File: src/rtl/dac_output_stage.sv
// dac_output_stage
//   Converts signed mixer samples into offset-binary words for a unipolar DAC.
//   The three-stage pipeline does the following:
//     S1: applies the attenuation shift, clamped to IN_WIDTH-1.
//     S2: applies the soft-mute gain, which is 0..256 with 256 as unity.
//     S3: saturates to OUT_WIDTH and flips the MSB to give offset-binary.
//   A hold counter stretches the clip indicator.
//   Optional build macro DAC_DITHER_EN adds LFSR rectangular dither ahead of the
//   shift, which gives stochastic rounding instead of floor.
// Ports:
//   i_clk, i_reset       clock and synchronous active-high reset
//   i_sample             signed input sample
//   i_sample_valid       one-cycle strobe; i_sample and i_shift are captured on it
//   i_shift              right-shift amount
//   i_mute               level; 1 requests soft mute, 0 requests unmute
//   o_dac_out            offset-binary DAC word, held between updates
//   o_dac_valid          one-cycle pulse when o_dac_out updates
//   o_clip               saturation indicator with hold
//   o_muted              high while fully muted
module dac_output_stage #(
   parameter int IN_WIDTH  = 24,
   parameter int OUT_WIDTH = 16,
   parameter int RAMP_STEP = 1,
   parameter int CLIP_HOLD = 4096
) (
   input  logic                        i_clk,
   input  logic                        i_reset,
   input  logic signed [IN_WIDTH-1:0]  i_sample,
   input  logic                        i_sample_valid,
   input  logic        [4:0]           i_shift,
   input  logic                        i_mute,
   output logic        [OUT_WIDTH-1:0] o_dac_out,
   output logic                        o_dac_valid,
   output logic                        o_clip,
   output logic                        o_muted
);

   localparam int S1_W = IN_WIDTH + 1;
   localparam int PR_W = IN_WIDTH + 10;
   localparam int CW   = $clog2(CLIP_HOLD + 1);
   localparam logic [4:0]  SHIFT_MAX = 5'(IN_WIDTH - 1);
   localparam logic [8:0]  STEP      = 9'(RAMP_STEP);
   localparam logic [8:0]  UNITY     = 9'd256;
   localparam logic signed [PR_W-1:0] SAT_MAX = (PR_W'(1) <<< (OUT_WIDTH - 1)) - PR_W'(1);
   localparam logic signed [PR_W-1:0] SAT_MIN = -(PR_W'(1) <<< (OUT_WIDTH - 1));
   localparam logic [OUT_WIDTH-1:0]   MIDSCALE = {1'b1, {(OUT_WIDTH-1){1'b0}}};

   typedef enum logic [1:0] {UNMUTED, RAMP_DOWN, MUTED, RAMP_UP} state_t;

   function automatic logic is_clip(input logic signed [PR_W-1:0] v);
      return (v > SAT_MAX) || (v < SAT_MIN);
   endfunction

   function automatic logic signed [OUT_WIDTH-1:0] sat_out(input logic signed [PR_W-1:0] v);
      if (v > SAT_MAX) return SAT_MAX[OUT_WIDTH-1:0];
      if (v < SAT_MIN) return SAT_MIN[OUT_WIDTH-1:0];
      return OUT_WIDTH'(v);
   endfunction

   function automatic logic [8:0] gain_dn(input logic [8:0] g);
      return (g > STEP) ? (g - STEP) : 9'd0;
   endfunction

   function automatic logic [8:0] gain_up(input logic [8:0] g);
      logic [9:0] s;
      s = {1'b0, g} + {1'b0, STEP};
      return (s >= 10'd256) ? UNITY : s[8:0];
   endfunction

   state_t                     state, state_n;
   logic        [8:0]          gain, gain_n;
   logic                       vld_p1, vld_p2;
   logic signed [S1_W-1:0]     s1_p1;
   logic signed [PR_W-1:0]     p_p2;
   logic        [CW-1:0]       clip_cnt;
   logic        [4:0]          shift_c;
   logic signed [S1_W-1:0]     s1_in;
   logic signed [PR_W-1:0]     prod;
   logic signed [OUT_WIDTH-1:0] sat_p2;
   logic                       clip_p2;

   assign shift_c = (i_shift > SHIFT_MAX) ? SHIFT_MAX : i_shift;

`ifdef DAC_DITHER_EN
   logic [15:0]            lfsr;
   logic [15:0]            dmask;
   logic signed [S1_W-1:0] dith;

   // Mask of the low 'shift' bits; shifts of 16 and above saturate to all ones.
   assign dmask = 16'((17'd1 << shift_c) - 17'd1);
   assign dith  = $signed(S1_W'(lfsr & dmask));
   // The guard bit in S1_W keeps the dithered sum from wrapping.
   assign s1_in = S1_W'(i_sample) + dith;

   always_ff @(posedge i_clk) begin
      if (i_reset)
         lfsr <= 16'hACE1;
      else if (i_sample_valid)
         lfsr <= lfsr[0] ? ((lfsr >> 1) ^ 16'hB400) : (lfsr >> 1);
   end
`else
   assign s1_in = S1_W'(i_sample);
`endif

   // Full-precision product: gain is zero-extended so the multiply stays signed.
   assign prod    = PR_W'(s1_p1) * $signed(PR_W'(gain));
   assign sat_p2  = sat_out(p_p2);
   assign clip_p2 = is_clip(p_p2);

   // Gain/mute FSM. Direction follows the current state; S2 always sees the
   // pre-update gain because the new value only lands at the clock edge.
   always_comb begin
      state_n = state;
      gain_n  = gain;
      unique case (state)
         UNMUTED: begin
            if (i_mute) state_n = RAMP_DOWN;
         end
         RAMP_DOWN: begin
            if (vld_p1) gain_n = gain_dn(gain);
            if (!i_mute)           state_n = RAMP_UP;
            else if (gain_n == 0)  state_n = MUTED;
         end
         MUTED: begin
            if (!i_mute) state_n = RAMP_UP;
         end
         RAMP_UP: begin
            if (vld_p1) gain_n = gain_up(gain);
            if (i_mute)                state_n = RAMP_DOWN;
            else if (gain_n == UNITY)  state_n = UNMUTED;
         end
         default: state_n = UNMUTED;
      endcase
   end

   always_ff @(posedge i_clk) begin
      if (i_reset) begin
         vld_p1      <= 1'b0;
         vld_p2      <= 1'b0;
         o_dac_valid <= 1'b0;
         o_dac_out   <= MIDSCALE;
         clip_cnt    <= '0;
         state       <= UNMUTED;
         gain        <= UNITY;
      end else begin
         vld_p1      <= i_sample_valid;
         vld_p2      <= vld_p1;
         o_dac_valid <= vld_p2;
         state       <= state_n;
         gain        <= gain_n;
         if (vld_p2) begin
            o_dac_out <= {~sat_p2[OUT_WIDTH-1], sat_p2[OUT_WIDTH-2:0]};
            if (clip_p2)
               clip_cnt <= CW'(CLIP_HOLD);
            else if (clip_cnt != 0)
               clip_cnt <= clip_cnt - 1'b1;
         end
      end
   end

   // S1: shift boundary
   always_ff @(posedge i_clk) begin
      if (i_sample_valid) s1_p1 <= s1_in >>> shift_c;
   end

   // S2: gain boundary
   always_ff @(posedge i_clk) begin
      if (vld_p1) p_p2 <= prod >>> 8;
   end

   assign o_clip  = (clip_cnt != 0);
   assign o_muted = (state == MUTED);

endmodule

File: config.mk
export PLATFORM = sky130hd
export DESIGN_NAME = dac_output_stage
export DESIGN_NICKNAME = d
export VERILOG_FILES = /design/src/rtl/dac_output_stage.sv
export SDC_FILE = /design/constraint.sdc
export NUM_CORES = 1
export LEC_CHECK = 0
export ABC_AREA = 1
export CAP_MARGIN = 20
export CORE_MARGIN = 2
export CORE_UTILIZATION = 60
export DETAILED_ROUTE_END_ITERATION = 8
export PLACE_DENSITY = 0.86
export SYNTH_ARGS = -nofsm -noshare
export SYNTH_HDL_FRONTEND = slang
export SYNTH_SLANG_ARGS = --single-unit
File: constraint.sdc
create_clock -name i_clk -period 14.25 [get_ports i_clk]
set_input_delay 3.5625 -clock i_clk [delete_from_list [all_inputs] [get_ports i_clk]]
set_output_delay 3.5625 -clock i_clk [all_outputs]
set_load 0.01 [all_outputs]
# Yosys cells after proc, flatten, opt, wreduce, memory -nomap -nowiden
# Index checks and enable logic that the tools add are counted.
# totals
elab_cells	60
in_bits	33
ff_bits	94
# op_classes
n_bitwise	1
multipliers	1
mux	24
eq_ne	8
magnitude_cmp	5
shift	1
reduce_logical	8
addsub	3
# ops
op	count
$mux W16	4
$mux W9	6
$mul A25 B10 Y34	1
$gt A26 B16 Y1 const B	1
$lt A26 B16 Y1 const B	1
$mux W13	2
$sshr A24 B5 Y25	1
$pmux W9 S2	1
$reduce_bool A13 Y1	1
$sub A13 B1 Y13 const B	1
$mux W2	6
$add A9 B1 Y10 const B	1
$ge A10 B9 Y1 const B	1
$eq A9 B9 Y1 const B	1
$gt A9 B1 Y1 const B	1
$logic_not A9 Y1	1
$sub A9 B1 Y9 const B	1
$pmux W2 S4	1
$ne A3 B3 Y1 const B	2
$gt A5 B5 Y1 const B	1
$mux W5	1
$eq A2 B2 Y1 const B	2
$ne A2 B2 Y1 const B	2
$reduce_and A4 Y1	1
other kinds (7)	10

# Logic depth before layout (Yosys ltp)
# Gate-level depths: netlist of run 1.
# logic_depth
word_depth	9
mapped_depth	22

# Least setup slack after synthesis of run 1
# No wires, ideal clock.
# synth_timing
kind	register to register
start	register gain[2]
end	register p_p2[13] (data pin)
period_less_slack_ns	5.227
slack_ns	9.023
arrival_time_ns	4.962
setup_time_ns	0.265
path_stages_with_launch	22
path_buffers	2
cell_sequence	dfxtp_1 buf_4 clkbuf_1 nand2_1 fa_1 inv_1 fa_1 inv_1 fa_1 inv_1 fa_1 inv_1 fa_1 inv_1 ha_1 a21oi_1 o21ai_0 a21oi_1 inv_1 a21oi_1 o21ai_0 xor2_1
# synth_via
elab_chain_len	1
# synth_lines
element	line	source
start: declaration	71	logic [8:0] gain, gain_n;
start signal: assignment	150	gain <= gain_n;
$mul A25 B10 Y34	106	assign prod = PR_W'(s1_p1) * $signed(PR_W'(gain));
named net prod[21]	78	logic signed [PR_W-1:0] prod;
end signal: assignment	168	if (vld_p1) p_p2 <= prod >>> 8;
end: declaration	74	logic signed [PR_W-1:0] p_p2;
# The timed path passes the listed nets, and every way through them passes these cells.
# A chain may end at the register's enable or synchronous reset.

# Worst setup path in the final report of run 1
# layout_timing
start	input port i_shift[4]
end	register s1_p1[8] (data pin)
# layout_via
elab_chain_len	3
# layout_lines
element	line	source
start: declaration	30	input logic [4:0] i_shift,
$gt A5 B5 Y1	82	assign shift_c = (i_shift > SHIFT_MAX) ? SHIFT_MAX : i_shift;
$mux W5 (*)	82	
$sshr A24 B5 Y25 (*)	163	if (i_sample_valid) s1_p1 <= s1_in >>> shift_c;
end signal: assignment	163	
end: declaration	73	logic signed [S1_W-1:0] s1_p1;
# Every way passes the cells marked *; elsewhere a longest branch is shown, timed or not.

==> flow_summary.toml, run 1 <==
[outcome]
outcome = "finished clean"

[power]
p_int_mw = 1.24
finalPower_mw = 2.61
leakage_nw = 7.68
p_sw_mw = 1.37
comb_power_share_pct = 72.9
seqPwrFrac_pct = 17.8
power_density_nw_per_um2 = 186
clkPwrFrac_pct = 9.3
ir_drop_uv = 150
swShare_pct = 52.6

[global_routing]
use_met3_pct = 5.03
grt_pass1_vias = 11300
grt-ovfl-total = 0
grt_antenna_before_repair = 0
use_met1_pct = 36.5
grt_pass1_wl_um = 53000
met2_usage_pct = 51.1
grt_max_degree = 41
grtUsageTotal_pct = 29.2
busiest_layer = "met2"

[synth]
synth.cell_area_sq_um = 13000
ys_seq_area_share_pct = 18.2
synth_top_area_cell = "fa_1"
synthTopCellsByArea = "fa_1 27%, nand2_1 12%, inv_1 12%"
synth-seq-cells = 93
synth_edf_count = 50
syn_area_per_cell_sq_um = 7.49
yosys.cell_types.count = 49
yosys-top-cells-count = "424 x nand2_1, 404 x inv_1, 177 x fa_1"
syn_nets = 2026
ys.flop_type = "edfxtp_1"
synth_cells = 1736
async_reset_ff_share_pct = 0
yosys.cell_count.top_type = "nand2_1"
synth_top_area_share_pct = 27.2
synth_warnings = 0

[worst_setup_path]
reg2reg_from = "gain[3]"
r2r-end = "p_p2[25]"
worstSetupStartpointType = "input pin"
cp.arrival_ps = 6060
reg2reg_depth = 21
startpoint = "i_shift[4]"
crit_fanout = 40
endpoint = "s1_p1[8]"
crit_type = "input pin to flip-flop"
r2r_slack_ps = 8460
cp-end-kind = "flip-flop"
cp.required_ps = 14340

[layout]
diodes = 0
area_growth_pct = 7.44
nFillCells = 1760
final_cells = 2019
drive_gt1_share_pct = 2.81
final_nets = 2029

[placed_design]
place.gp.congestion = 1.02
dp_slack_ps = 7940
hpwl_um = 24100
port_buffers = 51
dpl.cell_count = 2002

[clocking]
htree_levels = 3
postCtsHoldBufs = 0
cts_setup_buffers = 0
insertion_delay_ps = 360
cts_tree = "yes"
cts_buffers = 9
cts_sinks = 93
path_clk_slew_ps = 70
cts_buffer_depth = 2
cts_resized = 0
root_buffer = "clkbuf_16"

[route]
ant_nets = 0
initialDrtViolationCount = 745
wl_per_cell_um = 15.4
drcViolationCount = 0
dr.pass1.iters = 7
num_vias = 11100
wirelength_um = 31000
post_drt_via_cell_ratio = 5.50

[sta]
post-route-min-period_ps = 5970
tightest_slew_ps = 1020
fin_ws_ps = 8280
fmax_ghz = 0.167
hold_viol = 0
slew_violations = 0
finalSetupTns_ps = 0
fin_crit_sh_pct = 41.9
max-slew-margin-rel_pct = 32.0
rsz0062_at_grt = "false"
skew_ps = 12.9
finalSetupViolations = 0

[die]
io_pins = 52
die_x_um = 151
die_y_um = 151
coreArea_sq_um = 21200
die_area_sq_um = 22900
num_rows = 53
initial_utilization_pct = 61.5

[run]
maxCapViolCount = 0

[min_path]
hp-start = "o_dac_out[12]"
hp-class = "flip-flop to flip-flop"
-- cell families (layout without fill, tap and decap cells) --
group / after synthesis / count (layout) / share of synthesized area (%)
xor gates and xnor gates: 44 / 44 / 2.96
muxes: 8 / 8 / 0.625
buffers and inverters: 485 / 493 / 14.2
DFF: 93 / 93 / 18.2
adders and majority gates: 257 / 257 / 34.9
AOI/OAI and AO/OA: 237 / 237 / 10.2
and+or+nand+nor: 612 / 612 / 18.9
-- metrics by stage --
step / hold WS (ps) / utilization, % / cell area, sq um
after floorplan: 454 / - / 13000
after global placement: 456 / 64.6 / 13700
after detailed placement: 460 / 64.6 / 13700
after CTS: 470 / 65.9 / 14000
after global routing: 491 / 66.1 / 14000
final: 468 / 66.1 / 14000
-- cell usage in the layout, fill, tap and decap left out, drive strengths merged, types with 8 or more instances in the layout --
master	count
ha	80
nand2	427
a21oi	93
nand3	47
clkdlybuf4s50	51
dfxtp	43
inv	414
o211ai	15
clkbuf	9
xnor2	16
o21ai	92
edfxtp	50
nor3	12
buf	14
xor2	28
nand4	8
nor2	113
fa	177
-- routing by layer --
layer  part of all wire, %  up-vias
met5                     0        -
met4                   2.5        0
met3                   6.8       74
met2                    50      406
met1                    41     5351
li1                      -     5273
-- state kept, by name (all words and copies together) (netlist names) --
signal       cells
p_p2            26
s1_p1           24
o_dac_out       16
clip_cnt        13
gain             9
state            2
o_dac_valid      1
vld_p1           1
vld_p2           1
-- worst min path at each step --
stage / endpoint / slack, ps / cells after the start
after floorplan: clip_cnt[3] / 450 / 1
after global placement: o_dac_out[0] / 460 / 2
after detailed placement: o_dac_out[12] / 460 / 2
after CTS: o_dac_out[12] / 470 / 2
after global routing: o_dac_out[12] / 490 / 2
final: o_dac_out[12] / 470 / 2
-- power groups by stage --
stage                     Sequential [mW]  Clock, mW  Combinational [mW]
after floorplan                     0.442          0                1.46
after global placement              0.466          0                1.80
after detailed placement            0.469          0                1.88
after CTS                           0.463      0.244                1.90
after global routing                0.471      0.254                2.18
final                               0.464      0.243                1.90
-- critical path: stages --
cell and delay (ps):
clkdlybuf4s50_1 570, nand2_1 150, nand2_1 770, mux2_2 430
o21ai_0 210, nand2_1 80, o21ai_0 170, o211ai_1 120
-- layout make-up --
cell class / count / area, sq um / area share [%]
flip-flops and latches: 93 / 2360 / 16.9
inverters: 412 / 1550 / 11.1
multi-input cells: 1158 / 8800 / 62.9
repair buffers: 65 / 636 / 4.55
clock buffers: 9 / 225 / 1.61
well taps: 275 / 344 / 2.46
clock inverters: 7 / 67.6 / 0.483
(Power assumes the default switching activity.)
==> run 2: changes to the inputs <==
==> constraint.sdc (replaced) <==
create_clock -name i_clk -period 5.93 [get_ports i_clk]
set_input_delay 1.4825 -clock i_clk [delete_from_list [all_inputs] [get_ports i_clk]]
set_output_delay 1.4825 -clock i_clk [all_outputs]
set_load 0.01 [all_outputs]
==> flow_summary.toml, run 2 (synthesis gave the netlist of run 1 again) <==
[worst_setup_path]
crit_type = "flip-flop to flip-flop"
reg2reg_depth = 21
cp.arrival_ps = 5730
crit_fanout = 10
cp.required_ps = 6040
r2r_slack_ps = 310
cp-end-kind = "flip-flop"
reg2reg_from = "gain[2]"
r2r-end = "p_p2[25]"
worstSetupStartpointType = "flip-flop"

[sta]
post-route-min-period_ps = 5620
fin_crit_sh_pct = 94.7
fmax_ghz = 0.178
max-slew-margin-rel_pct = 41.6
rsz0062_at_grt = "false"
slew_violations = 0
tightest_slew_ps = 876
finalSetupTns_ps = 0
finalSetupViolations = 0
skew_ps = 15.4
hold_viol = 0

[power]
seqPwrFrac_pct = 18.5
p_sw_mw = 3.31
power_density_nw_per_um2 = 447
leakage_nw = 7.74
p_int_mw = 3.00
swShare_pct = 52.4
comb_power_share_pct = 72.0
finalPower_mw = 6.31
ir_drop_uv = 325
clkPwrFrac_pct = 9.5

[clocking]
cts_sinks = 93
cts_buffers = 9
postCtsHoldBufs = 0
path_clk_slew_ps = 90
cts_resized = 0
cts_setup_buffers = 0
cts_buffer_depth = 2
insertion_delay_ps = 370
htree_levels = 3
cts_tree = "yes"
root_buffer = "clkbuf_16"

[route]
num_vias = 11100
ant_nets = 0
wl_per_cell_um = 15.1
dr.pass1.iters = 6
initialDrtViolationCount = 684
drcViolationCount = 0
wirelength_um = 30700
post_drt_via_cell_ratio = 5.47

[layout]
most-common-layout-cells = "424 x nand2_1, 404 x inv_1, 177 x fa_1"
mostFrequentLayoutCell = "nand2_1"
diodes = 0
area_growth_pct = 8.32
largest_register = "p_p2"
largest_reg_flops = 26
final_nets = 2040
drive_gt1_share_pct = 3.53
top_regs = "p_p2 (26), s1_p1 (24), o_dac_out (16)"
nFillCells = 1748

[global_routing]
grt-ovfl-total = 0
grt_pass1_wl_um = 52200
grtUsageTotal_pct = 28.8
grt_pass1_vias = 11400
grt_max_degree = 38
grt_antenna_before_repair = 0

[min_path]
holdPathEnd = "o_dac_out[9]"
min_path_cells = 2
hp-start = "o_dac_out[9]"
hp-class = "flip-flop to flip-flop"

[die]
die_x_um = 151
coreArea_sq_um = 21200
io_pins = 52
initial_utilization_pct = 61.5
die_y_um = 151
die_area_sq_um = 22900
num_rows = 53

[placed_design]
place.gp.congestion = 0.946
port_buffers = 51
hpwl_um = 24700

[outcome]
outcome = "finished clean"

[run]
maxCapViolCount = 0
[run 2: changes by cell type in the layout (fill, tap and decap cells not counted)]
cell | before | now
buf_12 | 0 | 2
inv_4 | 2 | 1
dfxtp_1 | 43 | 41
buf_16 | 1 | 0
clkbuf_16 | 9 | 10
clkinv_2 | 1 | 0
dfxtp_2 | 0 | 2
inv_6 | 0 | 2
buf_4 | 13 | 22
[run 2: how the worst max path moves through the flow]
stage	from	endpoint	slack [ps]
finish	gain[2]	p_p2[25]	310
global route	gain[2]	p_p2[25]	30
CTS	gain[3]	p_p2[24]	240
detailed placement	gain[3]	p_p2[25]	260
global placement	gain[3]	p_p2[23]	420
floorplan	gain[2]	p_p2[13]	700
[run 2: stage by stage]
step	setup slack [ps]	instances	area, sq um	hold slack [ps]	utilization, %
2_1_floorplan	703	1736	13000	454	-
3_3_place_gp	424	2013	13800	453	65.1
3_5_place_dp	258	2013	13800	458	65.1
4_1_cts	243	2029	14100	468	66.5
5_1_grt	34.6	2030	14100	491	66.6
6_report	313	2030	14100	468	66.6
[run 2: area by class of cell]
cell class                 count  area, sq um  share of cell area (%)
clock buffer                   9          225                    1.60
clock inverter                 7         73.8                   0.524
inverter                     412         1550                    11.0
multi-input combinational   1158         8800                    62.4
sequential                    93         2360                    16.8
tap                          275          344                    2.44
timing repair buffer          76          741                    5.26
[run 2: worst max-delay path, cell delays in order, from the launching register on]
cell     delay [ps]
dfxtp_1         680
buf_4           270
nand2_1          80
fa_1            510
inv_1            50
fa_1            500
inv_1            50
fa_1            470
inv_1            50
fa_1            530
inv_1            50
fa_1            530
inv_1            40
ha_1            340
a21oi_1         220
o21ai_0         110
a21oi_1         190
inv_1           110
nand3_1          80
nand3_1         160
a21oi_1         230
xor2_1           90
[run 2: layer usage]
layer	track usage, %	wire length, um	vias up
met5	0	0	-
met4	9.21	706	0
met3	4.85	1990	71
met2	50.7	15500	420
met1	36.3	12600	5327
li1	-	-	5284
[run 2: power by group through the flow]
stage	Clock [mW]	Sequential (mW)	Combinational [mW]
3_5_place_dp	0	1.17	4.51
6_report	0.602	1.16	4.54
2_1_floorplan	0	1.06	3.52
3_3_place_gp	0	1.17	4.35
4_1_cts	0.612	1.16	4.54
5_1_grt	0.633	1.18	5.21
==> run 3: changes to the inputs <==
--- a/config.mk
+++ b/config.mk
@@ -9,6 +9,7 @@
 export CAP_MARGIN = 20
 export CORE_MARGIN = 2
 export CORE_UTILIZATION = 60
+export CTS_CLUSTER_SIZE = 8
 export DETAILED_ROUTE_END_ITERATION = 8
 export PLACE_DENSITY = 0.86
 export SYNTH_ARGS = -nofsm -noshare
==> results of run 3 <==
No change in the layout: final DEF, timing and power equal those of run 2.
